**src/rtl/timer_pkg.sv**
```systemverilog
// Shared definitions for the BCD countdown timer: FSM encoding, digit width
// and the digit limits used by clamping and the borrow chain.
package timer_pkg;

  localparam int DIGIT_W = 4;

  localparam logic [DIGIT_W-1:0] UNITS_MAX_C = 4'd9;
  localparam logic [DIGIT_W-1:0] TENS_MAX_C  = 4'd5;

  typedef enum logic [1:0] {
    ST_IDLE  = 2'd0,
    ST_RUN   = 2'd1,
    ST_PAUSE = 2'd2,
    ST_DONE  = 2'd3
  } state_t;

  // Out-of-range preset digits saturate to the digit maximum.
  function automatic logic [DIGIT_W-1:0] clamp_digit(input logic [DIGIT_W-1:0] d,
                                                     input logic [DIGIT_W-1:0] max);
    return (d > max) ? max : d;
  endfunction

endpackage

```
**src/rtl/bcd_down_digit.sv**
```systemverilog
// Single BCD down-counting digit: loads a value, decrements on dec_en and
// wraps 0 -> MAX. The caller forms the borrow as dec_en & is_zero.
import timer_pkg::*;

module bcd_down_digit #(
  parameter logic [DIGIT_W-1:0] MAX = UNITS_MAX_C
) (
  input  logic               clk,
  input  logic               reset,
  input  logic               load,
  input  logic [DIGIT_W-1:0] load_val,
  input  logic               dec_en,
  output logic [DIGIT_W-1:0] digit,
  output logic               is_zero
);

  assign is_zero = (digit == '0);

  always_ff @(posedge clk or posedge reset) begin
    if (reset) begin
      digit <= '0;
    end else if (load) begin
      digit <= load_val;
    end else if (dec_en) begin
      digit <= is_zero ? MAX : digit - 4'd1;
    end
  end

endmodule

```
**src/rtl/countdown_timer.sv**
```systemverilog
// MM:SS BCD countdown timer with IDLE/RUN/PAUSE/DONE control, expiry pulse
// and a latched alarm level for the alarm/display path.
import timer_pkg::*;

module countdown_timer #(
  parameter int SEC_TENS_MAX = 5,
  parameter int MIN_TENS_MAX = 5,
  parameter int UNITS_MAX    = 9
) (
  input  logic               clk,
  input  logic               reset,
  input  logic               tick,
  input  logic               load,
  input  logic [DIGIT_W-1:0] preset_min_t,
  input  logic [DIGIT_W-1:0] preset_min_u,
  input  logic [DIGIT_W-1:0] preset_sec_t,
  input  logic [DIGIT_W-1:0] preset_sec_u,
  input  logic               start,
  input  logic               pause,
  input  logic               ack,
  output logic [DIGIT_W-1:0] min_t,
  output logic [DIGIT_W-1:0] min_u,
  output logic [DIGIT_W-1:0] sec_t,
  output logic [DIGIT_W-1:0] sec_u,
  output logic               running,
  output logic               done,
  output logic               alarm
);

  localparam logic [DIGIT_W-1:0] ST_MAXV = SEC_TENS_MAX[DIGIT_W-1:0];
  localparam logic [DIGIT_W-1:0] MT_MAXV = MIN_TENS_MAX[DIGIT_W-1:0];
  localparam logic [DIGIT_W-1:0] U_MAXV  = UNITS_MAX[DIGIT_W-1:0];

  state_t state_q, state_n;
  logic   done_n;
  logic   mt_z, mu_z, st_z, su_z;
  logic   val_zero, val_one;
  logic   dec_su, dec_st, dec_mu, dec_mt;

  assign val_zero = mt_z & mu_z & st_z & su_z;
  assign val_one  = mt_z & mu_z & st_z & (sec_u == 4'd1);

  // Load and pause both outrank a tick in the same cycle.
  assign dec_su = (state_q == ST_RUN) & tick & ~load & ~pause;
  assign dec_st = dec_su & su_z;
  assign dec_mu = dec_st & st_z;
  assign dec_mt = dec_mu & mu_z;

  bcd_down_digit #(.MAX(MT_MAXV)) u_min_t (
    .clk(clk), .reset(reset), .load(load),
    .load_val(clamp_digit(preset_min_t, MT_MAXV)),
    .dec_en(dec_mt), .digit(min_t), .is_zero(mt_z)
  );

  bcd_down_digit #(.MAX(U_MAXV)) u_min_u (
    .clk(clk), .reset(reset), .load(load),
    .load_val(clamp_digit(preset_min_u, U_MAXV)),
    .dec_en(dec_mu), .digit(min_u), .is_zero(mu_z)
  );

  bcd_down_digit #(.MAX(ST_MAXV)) u_sec_t (
    .clk(clk), .reset(reset), .load(load),
    .load_val(clamp_digit(preset_sec_t, ST_MAXV)),
    .dec_en(dec_st), .digit(sec_t), .is_zero(st_z)
  );

  bcd_down_digit #(.MAX(U_MAXV)) u_sec_u (
    .clk(clk), .reset(reset), .load(load),
    .load_val(clamp_digit(preset_sec_u, U_MAXV)),
    .dec_en(dec_su), .digit(sec_u), .is_zero(su_z)
  );

  always_comb begin
    state_n = state_q;
    done_n  = 1'b0;
    if (load) begin
      state_n = ST_IDLE;
    end else begin
      case (state_q)
        ST_IDLE, ST_PAUSE: if (start && !val_zero) state_n = ST_RUN;
        ST_RUN: begin
          if (pause) begin
            state_n = ST_PAUSE;
          end else if (tick && val_one) begin
            // Digits reach 00:00 on this same edge, so no wrap is possible.
            state_n = ST_DONE;
            done_n  = 1'b1;
          end
        end
        ST_DONE: if (ack) state_n = ST_IDLE;
        default: state_n = ST_IDLE;
      endcase
    end
  end

  always_ff @(posedge clk or posedge reset) begin
    if (reset) begin
      state_q <= ST_IDLE;
      running <= 1'b0;
      done    <= 1'b0;
      alarm   <= 1'b0;
    end else begin
      state_q <= state_n;
      running <= (state_n == ST_RUN);
      done    <= done_n;
      alarm   <= (state_n == ST_DONE);
    end
  end

endmodule
```
**config.mk**
```make
export PLATFORM = sky130hd
export DESIGN_NAME = countdown_timer
export DESIGN_NICKNAME = d
export VERILOG_FILES = /design/src/rtl/timer_pkg.sv /design/src/rtl/bcd_down_digit.sv /design/src/rtl/countdown_timer.sv
export SDC_FILE = /design/constraint.sdc
export NUM_CORES = 1
export LEC_CHECK = 0
export ABC_AREA = 1
export CAP_MARGIN = 30
export CELL_PAD_IN_SITES_DETAIL_PLACEMENT = 1
export CELL_PAD_IN_SITES_GLOBAL_PLACEMENT = 1
export CORE_UTILIZATION = 35
export CTS_CLUSTER_DIAMETER = 200
export DETAILED_ROUTE_END_ITERATION = 10
export PLACE_DENSITY_LB_ADDON = 0.1
export SLEW_MARGIN = 20
export SYNTH_ARGS = -nofsm -noshare
export SYNTH_HDL_FRONTEND = slang
export SYNTH_SLANG_ARGS = --single-unit
```
**constraint.sdc**
```tcl
create_clock -name clk -period 3.9 [get_ports clk]
set_clock_uncertainty 0.05 [all_clocks]
set_input_delay 0.78 -clock clk [delete_from_list [all_inputs] [get_ports clk]]
set_output_delay 0.78 -clock clk [all_outputs]
set_load 0.1 [all_outputs]
```
Word-level counts from Yosys, hierarchy flattened
Cells that the tools add are included.
{ "op_classes": {"add_sub_neg": 4, "multipliers": 0, "n_div": 0, "order_cmp": 4, "n_eq_ne": 6, "shift": 0, "mux": 26, "bitwise_logic": 12, "reduce_logical": 13} }
{ "ops": {"columns": ["cell", "n"], "rows": [
  ["two-way mux 4 bit", 16],
  ["logical NOT 4 bit", 4],
  ["subtractor 4 x 1 -> 4 bit (second input constant)", 4],
  ["bitwise AND 1 bit", 10],
  ["two-way mux 2 bit", 5],
  ["> comparator 4 x 3 -> 1 bit (second input constant)", 2],
  ["> comparator 4 bit (second input constant)", 2],
  ["nonzero test 2 bit", 4],
  ["equality test 2 bit (second input constant)", 3],
  ["case mux 2 bit (3 select lines)", 1],
  ["equality test 2 x 1 -> 1 bit (second input constant)", 2],
  ["equality test 4 x 1 -> 1 bit (second input constant)", 1],
  ["two-way mux 1 bit", 4],
  ["logical AND 1 bit", 2],
  ["logical NOT 2 bit", 1],
  ["NOT 1 bit", 2],
  ["OR reduction 2 bit", 1],
  ["logical NOT 1 bit", 1]
]} }
{ "word_totals": {"reg_bits": 21, "latchBits": 0, "ram_bits": 0, "romBits": 0, "in_bits": 23, "out_inout_bits": 19, "elab_cells": 73, "n_memories": 0} }

Longest topological paths before layout
Gate-level depths: netlist of run 1.
{ "logic_depth": {"ltp_word": 10, "depth_mapped": 10, "ltp_nobuf": 10} }

By module
A second synthesis of run 1 with hierarchy kept.
{ "hier_totals": {"cells_unflattened": 204, "hier_area_um2": 1370.1} }
{ "by_module_without_submodules": {"columns": ["module", "n_inst", "cells_per_inst", "area_per_inst_um2", "seq_area_each_um2"], "rows": [
  ["bcd_down_digit at u_min_u ...", 2, 34, 235.2, 100.1],
  ["bcd_down_digit at u_min_t ...", 2, 34, 227.7, 100.1],
  ["countdown_timer", 1, 68, 444.2, 125.1]
]} }

Least setup slack after synthesis of run 1
OpenSTA, ideal clock, no wires.
{ "synth_timing": {"path_type": "flip-flop to output port", "startpoint": "register u_min_t.digit[0]", "endpoint": "output port min_t[0]", "arrival_time_ps": 970, "required_ps": 3070, "slack_ps": 2100, "stages_incl_launch_ff": 1, "n_path_buf": 0, "cell_sequence": "dfrtp_1"} }
{ "synth_rtl": {"columns": ["element", "line_no", "source"], "rows": [
  ["start, declared", "bcd_down_digit.sv:13", "output logic [DIGIT_W-1:0] digit,"],
  ["start signal, assigned", "bcd_down_digit.sv:23", "digit <= load_val;"],
  ["start signal, assigned", "bcd_down_digit.sv:25", "digit <= is_zero ? MAX : digit - 4'd1;"],
  ["end, declared", "countdown_timer.sv:21", "output logic [DIGIT_W-1:0] min_t,"]
]} }
No word-level cell between the ends.

Worst setup path in the final report of run 1
{ "layout_timing": {"startpoint": "register u_min_t.digit[0]", "endpoint": "output port min_t[0]"} }
No word-level cell between the ends.

==> results of run 1 <==
path summary, 6_finish.rpt:
check / slack [ps] / to / cells past startpoint
worst max-delay path: 1150 / min_t[0] / 1
worst min-delay path: 490 / u_min_t.digit[3]$_DFFE_PP0P_ / 2
worst max register to register: 2380 / u_min_t.digit[3]$_DFFE_PP0P_ / 8
worst min register to register: 490 / u_min_t.digit[3]$_DFFE_PP0P_ / 2
max in group asynchronous: 2670 / u_min_t.digit[3]$_DFFE_PP0P_ / 3
min in group asynchronous: 710 / state_q[1]$_DFF_PP0_ / 2
metal layers:
metal,vias up,track usage,routed length [um]
met5,-,0,0
met4,0,0.0341,26
li1,652,-,-
met2,27,0.342,1710
met1,625,0.233,1670
met3,5,0.0471,120
power groups by stage:
stage	logic (uW)	clock network (uW)	registers, uW
2_1_floorplan	126	0	474
3_3_place_gp	423	0	282
3_5_place_dp	429	0	283
4_1_cts	430	155	279
5_1_grt	454	167	284
6_report	429	151	279
Yosys cell counts:
cell type                   n  area share
sky130_fd_sc_hd__inv_1     12       0.034
sky130_fd_sc_hd__dfrtp_1   21        0.40
sky130_fd_sc_hd__nand4_2    1      0.0094
sky130_fd_sc_hd__nand2_1   44        0.12
sky130_fd_sc_hd__nand3_1   24       0.091
sky130_fd_sc_hd__a21oi_1    5       0.019
sky130_fd_sc_hd__a21oi_2    1      0.0066
sky130_fd_sc_hd__a31oi_1    1      0.0047
sky130_fd_sc_hd__o22ai_1    1      0.0047
sky130_fd_sc_hd__inv_2      6       0.017
sky130_fd_sc_hd__buf_2      2      0.0075
sky130_fd_sc_hd__o21ai_1    3       0.011
sky130_fd_sc_hd__o21a_1     1      0.0057
sky130_fd_sc_hd__buf_4      1      0.0057
sky130_fd_sc_hd__nand3_4    2       0.026
sky130_fd_sc_hd__o211ai_1   2       0.011
sky130_fd_sc_hd__nand2_4    1      0.0085
sky130_fd_sc_hd__nand3_2    1      0.0075
sky130_fd_sc_hd__o21ai_0    6       0.023
sky130_fd_sc_hd__nand3b_1   2       0.011
sky130_fd_sc_hd__a22oi_1    2       0.011
sky130_fd_sc_hd__nor4_1     1      0.0047
sky130_fd_sc_hd__xor2_1     1      0.0066
sky130_fd_sc_hd__nor2_4     4       0.034
sky130_fd_sc_hd__inv_4      1      0.0047
sky130_fd_sc_hd__clkinv_2   1      0.0038
sky130_fd_sc_hd__nor2_2     4       0.019
sky130_fd_sc_hd__nor2_1    14       0.040
sky130_fd_sc_hd__nand2_2    5       0.024
sky130_fd_sc_hd__buf_6      1      0.0085
sky130_fd_sc_hd__nor3_1     2      0.0075
sky130_fd_sc_hd__o21ai_2    1      0.0066
sky130_fd_sc_hd__a211oi_1   1      0.0057
through the flow:
| stage | util | total power (uW) | setup WS (ps) | hold WS (ps) | area, um^2 |
|---|---|---|---|---|---|
| CTS | 0.522 | 865 | 1140 | 493 | 1810 |
| global route | 0.527 | 904 | 1080 | 528 | 1830 |
| finish | 0.527 | 858 | 1150 | 493 | 1830 |
| floorplan | - | 599 | 2100 | 511 | 1330 |
| global placement | 0.509 | 705 | 1330 | 472 | 1770 |
| detailed placement | 0.509 | 712 | 1260 | 477 | 1770 |
sequential cells by signal (all words and copies together) (netlist names):
name,flops
u_min_u.digit,4
done,1
u_sec_t.digit,4
alarm,1
running,1
state_q,2
u_min_t.digit,4
u_sec_u.digit,4
cell type report:
cell class	instances	area, um^2	share of cell area
inverters	20	78.8	0.0432
clock inverters	1	5.00	0.00274
well taps	46	57.6	0.0315
multi-input cells	130	693	0.379
flip-flops and latches	21	526	0.288
repair buffers	42	425	0.233
clock buffers	3	41.3	0.0226
kinds of logic (layout without fill, tap and decap cells):
logic type / Yosys count / count (layout) / synth area share
flops: 21 / 21 / 0.396
buf+inv: 24 / 66 / 0.0811
simple gates: 105 / 105 / 0.407
compound gates: 24 / 24 / 0.109
xor+xnor: 1 / 1 / 0.00660
cell usage in the layout, fill, tap and decap left out:
cell type                          n
sky130_fd_sc_hd__a21oi_2           1
sky130_fd_sc_hd__nand2_4           1
sky130_fd_sc_hd__nand3_1          24
sky130_fd_sc_hd__o21a_1            1
sky130_fd_sc_hd__nor3_1            2
sky130_fd_sc_hd__a211oi_1          1
sky130_fd_sc_hd__a31oi_1           1
sky130_fd_sc_hd__inv_2             6
sky130_fd_sc_hd__o211ai_1          2
sky130_fd_sc_hd__nor2_4            4
sky130_fd_sc_hd__o22ai_1           1
sky130_fd_sc_hd__clkdlybuf4s50_1  41
sky130_fd_sc_hd__o21ai_0           6
sky130_fd_sc_hd__clkinv_2          2
sky130_fd_sc_hd__o21ai_2           1
sky130_fd_sc_hd__o21ai_1           3
sky130_fd_sc_hd__nor2_2            4
sky130_fd_sc_hd__nand2_1          44
sky130_fd_sc_hd__nand3b_1          2
sky130_fd_sc_hd__nand3_4           2
sky130_fd_sc_hd__nor2_1           14
sky130_fd_sc_hd__buf_8             1
sky130_fd_sc_hd__nor4_1            1
sky130_fd_sc_hd__nand2_2           5
sky130_fd_sc_hd__dfrtp_1          21
sky130_fd_sc_hd__clkbuf_8          3
sky130_fd_sc_hd__a21oi_1           5
sky130_fd_sc_hd__a22oi_1           2
sky130_fd_sc_hd__nand3_2           1
sky130_fd_sc_hd__inv_1            12
sky130_fd_sc_hd__inv_4             1
sky130_fd_sc_hd__xor2_1            1
sky130_fd_sc_hd__nand4_2           1
==> run summary, run 1 <==
WORST SETUP PATH
------------------------------------------------------------------------------------------
Crit path from                                                                u_min_t.digit[0]$_DFFE_PP0P_
Cells along the critical path                                                 clkdlybuf4s50_1
Reg2reg start                                                                 u_sec_u.digit[2]$_DFFE_PP0P_
Kind of start point of the critical path                                         flip-flop
Worst path buffer plus inverter count                                                    1
Category of the critical setup timing path                                    flip-flop to output port
Slowest library cell on the worst path                                        sky130_fd_sc_hd__clkdlybuf4s50_1
Maximum fanout encountered on the critical timing path                                   6
Max stage delay on crit path                                                       1180 ps
Delay-heaviest family, CP                                                     buffers and inverters
Critical path capture point type                                               output port
Data arrival time of the critical path                                             1920 ps
Endpoint required time on the critical path                                        3070 ps

TIMING
------------------------------------------------------------------------------------------
RSZ-0062 raised after global routing                                                 false
Hold violation count in the final report                                                 0
Worst slew margin relative to its limit                                              0.345
Accumulated negative setup slack                                                      0 ps
Final count of negative-setup-slack endpoints                                            0
Final critical-path share of the clock period                                        0.704
Max Slew Vio Count                                                                       0
Maximum achievable frequency                                                       364 MHz
Transition time at the pin with the least slew margin                               980 ps
Min Clock Period, post-route                                                       2750 ps

WORST HOLD PATH
------------------------------------------------------------------------------------------
Kind of path behind the tightest hold check                                   flip-flop to flip-flop
Beginning of the worst hold path                                              u_min_t.digit[3]$_DFFE_PP0P_

PLACE
------------------------------------------------------------------------------------------
Number of placed instances with taps included                                          258
Routability Congestion                                                               0.841
Post-DP HPWL                                                                       2.75 mm
Number of buffers added on ports                                                        41

CLOCKING
------------------------------------------------------------------------------------------
# hold bufs at CTS                                                                       0
CTS max path bufs                                                                        2
Clk Latency, worst-skew pair                                                        270 ps
Number of sinks handled by clock tree synthesis                                         21
Clock edge transition at the registers on the reported setup and hold paths          80 ps
Cell chosen for the clock root                                                sky130_fd_sc_hd__clkbuf_8
TritonCTS clock tree                                                                   yes
Inserted Clock Buffers                                                                   3
Post CTS Setup Buffer Count                                                              0
Post-cts repair resize count                                                             0
Number of levels the H-tree was split into                                               1

DETAILED ROUTING
------------------------------------------------------------------------------------------
Total number of vias                                                                  1309
Average wire length per cell after detail routing                                  13.4 um
Routed wire length                                                                 3.53 mm
Violation count after the first detailed-route iteration                                46
Antenna viol nets, final                                                                 0
Via-per-instance ratio                                                                4.98
DRC violation count after routing                                                        0
Drt first pass iters                                                                     4

CELLS AND AREA
------------------------------------------------------------------------------------------
Fraction of final layout cells sized beyond drive strength 1                         0.152
Diode count                                                                              0
Non-filler instance count after layout                                                 263
Fillers                                                                                443
Final #Nets                                                                            241
Layout area overhead                                                                 37.7%

FLOORPLANNING
------------------------------------------------------------------------------------------
Placement Rows                                                                          21
Number of I/O pins                                                                      42
Die height                                                                         63.6 um
Starting Density                                                                     0.382
Core area                                                                        3470 um^2
Total die area                                                                   4040 um^2
Overall die width                                                                  63.6 um

GRT
------------------------------------------------------------------------------------------
Largest net degree at the start of global routing                                       33
Overall global routing resource usage                                                0.192
Vias in the first global route                                                        1333
Overflow after GRT                                                                       0
Global-route wire length before repair                                             6.09 mm
Number of antenna violations at the first check in global routing                        0

SYNTH
------------------------------------------------------------------------------------------
Seq/Total Area, Yosys                                                                0.396
Gate count after technology mapping                                                    175
Post-synthesis instance area                                                     1330 um^2
Number of warnings reported in the yosys synthesis log                                   0
Synthesized area divided by synthesized cell count                               7.58 um^2
Post-Synthesis Net Count                                                               198
Netlist cell types                                                                      33
Number of flip-flops and latches in the synthesized netlist                             21

FLOW RUN
------------------------------------------------------------------------------------------
Max-capacitance violation count                                                          0

STATUS
------------------------------------------------------------------------------------------
Status                                                                           completed

POWER AND IR DROP
------------------------------------------------------------------------------------------
Switching component of the power                                                    428 uW
Fraction of power spent switching nets                                               0.499
Power density cells                                                            470 nW/um^2
Worst vdd rail ir drop                                                            0.254 mV
Power share of the sequential group                                                  0.325
Comb power frac                                                                      0.500
Leakage Power                                                                  0.000821 uW
Clock network fraction of design power                                               0.175
Int Pwr                                                                             430 uW

Note: power is estimated with default switching activity, not from simulation.
==> run 2: changes to the inputs <==
--- a/config.mk
+++ b/config.mk
@@ -9,7 +9,7 @@
 export CAP_MARGIN = 30
 export CELL_PAD_IN_SITES_DETAIL_PLACEMENT = 1
 export CELL_PAD_IN_SITES_GLOBAL_PLACEMENT = 1
-export CORE_UTILIZATION = 35
+export CORE_UTILIZATION = 29
 export CTS_CLUSTER_DIAMETER = 200
 export DETAILED_ROUTE_END_ITERATION = 10
 export PLACE_DENSITY_LB_ADDON = 0.1
==> constraint.sdc (replaced) <==
create_clock -name clk -period 2.35 [get_ports clk]
set_clock_uncertainty 0.05 [all_clocks]
set_input_delay 0.47 -clock clk [delete_from_list [all_inputs] [get_ports clk]]
set_output_delay 0.47 -clock clk [all_outputs]
set_load 0.1 [all_outputs]
==> run 2 against run 1 <==
Against the previous run:
- highest routed layer unchanged
- first-iteration DRC count is 28% lower
- sequential cell count unchanged
- non-clock buffer count increased by 2
- via count increased by 0.92%
- critical path depth rose by 8
==> run summary, run 2 (same netlist as run 1, synthesis figures left out) <==
TIMING
------------------------------------------------------------------------------------------
Transition time at the pin with the least slew margin                               288 ps   -692 ps
Hold violation count in the final report                                                 0   unchanged
Final count of negative-setup-slack endpoints                                            0   unchanged
Min Clock Period, post-route                                                       1720 ps
Maximum achievable frequency                                                       580 MHz
Hold Slack                                                                          489 ps   -3.45 ps
Worst slew margin relative to its limit                                              0.808   +0.463
Final critical-path share of the clock period                                        0.733
Accumulated negative setup slack                                                      0 ps   unchanged
RSZ-0062 raised after global routing                                                 false
Max Slew Vio Count                                                                       0   unchanged

WORST SETUP PATH
------------------------------------------------------------------------------------------
Depth of the worst register-to-register path                                             8   unchanged
Category of the critical setup timing path                                    input pin to flip-flop
Data arrival time of the critical path                                             1830 ps   -90 ps
Slowest library cell on the worst path                                        sky130_fd_sc_hd__clkdlybuf4s50_1
Delay-heaviest family, CP                                                     buffers and inverters
Slack of the worst reg-to-reg path                                                  860 ps   -1520 ps
Levels on crit path                                                                      9   +8
Kind of start point of the critical path                                         input pin
Critical path capture point type                                                 flip-flop
Cells along the critical path                                                 clkdlybuf4s50_1 -> inv_4 -> nand3_4 -> clkinv_2 -> nand3_4 -> nand2_4 -> nand2_1 -> nand2_1 -> nand2_1
Reg2reg start                                                                 u_sec_u.digit[2]$_DFFE_PP0P_
Worst path buffer plus inverter count                                                    3   +2
Worst flop-to-flop path endpoint                                              u_min_t.digit[3]$_DFFE_PP0P_
Cell occurring most often along the worst timing path                         sky130_fd_sc_hd__nand2_1
Maximum fanout encountered on the critical timing path                                  23   +17
Crit path from                                                                        load
Max stage delay on crit path                                                        460 ps   -720 ps
Endpoint required time on the critical path                                        2450 ps   -620 ps
Endpoint of the most critical setup path                                      u_min_u.digit[1]$_DFFE_PP0P_

FLOW RUN
------------------------------------------------------------------------------------------
Max-capacitance violation count                                                          0   unchanged

PLACE
------------------------------------------------------------------------------------------
Number of buffers added on ports                                                        41   unchanged
Routability Congestion                                                               0.792   -5.9%
Post-DP HPWL                                                                       2.96 mm   +7.7%

FLOORPLANNING
------------------------------------------------------------------------------------------
Placement Rows                                                                          24   +14%
Overall die width                                                                  69.6 um   +9.6%
Die height                                                                         69.6 um   +9.6%
Starting Density                                                                     0.303   -0.0799
Number of I/O pins                                                                      42   unchanged
Total die area                                                                   4850 um^2   +20%
Core area                                                                        4380 um^2   +26%

CLOCKING
------------------------------------------------------------------------------------------
Number of sinks handled by clock tree synthesis                                         21   unchanged
Post CTS Setup Buffer Count                                                              0   unchanged
Post-cts repair resize count                                                             0   unchanged
Number of levels the H-tree was split into                                               1   unchanged
Clock edge transition at the registers on the reported setup and hold paths          80 ps   about the same
CTS max path bufs                                                                        2   unchanged
# hold bufs at CTS                                                                       0   unchanged
Inserted Clock Buffers                                                                   3   unchanged
Clk Latency, worst-skew pair                                                        260 ps   about the same
Cell chosen for the clock root                                                sky130_fd_sc_hd__clkbuf_8
TritonCTS clock tree                                                                   yes

WORST HOLD PATH
------------------------------------------------------------------------------------------
Hold path depth                                                                          2   unchanged
Kind of path behind the tightest hold check                                   flip-flop to flip-flop

POWER AND IR DROP
------------------------------------------------------------------------------------------
Power density cells                                                            784 nW/um^2   +67%
Worst vdd rail ir drop                                                            0.337 mV   +33%
Leakage Power                                                                  0.000856 uW   +4.2%

CELLS AND AREA
------------------------------------------------------------------------------------------
Final #Nets                                                                            243   +0.83%
Fraction of final layout cells sized beyond drive strength 1                         0.247   +0.0945
Diode count                                                                              0   unchanged
Most common library cell in the layout ignoring fill and taps                 sky130_fd_sc_hd__nand2_1
Most used cells in the layout excluding fill and tap cells                    sky130_fd_sc_hd__nand2_1 (44), sky130_fd_sc_hd__nand3_1 (24), sky130_fd_sc_hd__clkdlybuf4s50_1 (22), sky130_fd_sc_hd__buf_4 (22), sky130_fd_sc_hd__dfrtp_1 (21)
Layout area overhead                                                                 35.3%

DETAILED ROUTING
------------------------------------------------------------------------------------------
Violation count after the first detailed-route iteration                                33   -28%
Via-per-instance ratio                                                                4.87   -2.1%
Routed wire length                                                                 3.75 mm   +6.4%
Average wire length per cell after detail routing                                  13.8 um   +3.3%
Total number of vias                                                                  1321   +0.92%
Drt first pass iters                                                                     4   unchanged
DRC violation count after routing                                                        0   unchanged
Antenna viol nets, final                                                                 0   unchanged

GRT
------------------------------------------------------------------------------------------
Vias in the first global route                                                        1411   +5.9%
Global-route wire length before repair                                             6.46 mm   +6.0%
Largest net degree at the start of global routing                                       24   -27%
Overflow after GRT                                                                       0   unchanged
Overall global routing resource usage                                                0.163   -0.0292
Number of antenna violations at the first check in global routing                        0   unchanged

STATUS
------------------------------------------------------------------------------------------
Status                                                                           completed

## run 2: changes by cell type in the layout (fill, tap and decap cells not counted), sizes merged
cell	previous run	this run
clkdlybuf4s50	41	22
buf	1	22
## run 2: tightest hold or removal path: stages, from the launching register on
cell and delay, ps:
sky130_fd_sc_hd__dfrtp_1 380, sky130_fd_sc_hd__inv_1 70, sky130_fd_sc_hd__a21oi_1 60
## run 2: per-stage QoR
step / instances / total power, uW / util / setup WS [ps] / area, um^2
5_1_grt: 271 / 1490 / 0.409 / 497 / 1790
2_1_floorplan: 175 / 995 / - / 565 / 1330
3_5_place_dp: 267 / 1170 / 0.399 / 336 / 1750
6_report: 271 / 1410 / 0.409 / 627 / 1790
3_3_place_gp: 267 / 1160 / 0.399 / 428 / 1750
4_1_cts: 271 / 1430 / 0.409 / 615 / 1790
## run 2: final cells by class
type	instances	area (um^2)
clock inverters	1	5.00
multi-input cells	130	693
flip-flops and latches	21	526
well taps	52	65.1
clock buffers	3	41.3
repair buffers	44	385
inverters	20	78.8
fillers	548	2590
## run 2: per-layer routing
layer,part of all wire,GRT usage
met5,0,0
met4,0.0091,0.0467
met3,0.027,0.0276
met2,0.50,0.296
met1,0.46,0.196
## run 2: how the worst min path moves through the flow
stage	slack, ps	from	endpoint
floorplan	400	reset	alarm$_DFF_PP0_
global placement	480	u_sec_u.digit[1]$_DFFE_PP0P_	u_sec_u.digit[1]$_DFFE_PP0P_
detailed placement	490	u_sec_u.digit[3]$_DFFE_PP0P_	u_sec_u.digit[3]$_DFFE_PP0P_
CTS	500	u_sec_u.digit[3]$_DFFE_PP0P_	u_sec_u.digit[3]$_DFFE_PP0P_
global route	530	u_min_t.digit[3]$_DFFE_PP0P_	u_min_t.digit[3]$_DFFE_PP0P_
finish	490	u_sec_u.digit[3]$_DFFE_PP0P_	u_sec_u.digit[3]$_DFFE_PP0P_
## run 2: report_power, final
| group | total [uW] | switching (uW) | internal, uW |
|---|---|---|---|
| logic | 698 | 526 | 172 |
| registers | 464 | 56.0 | 408 |
| clock network | 245 | 127 | 118 |
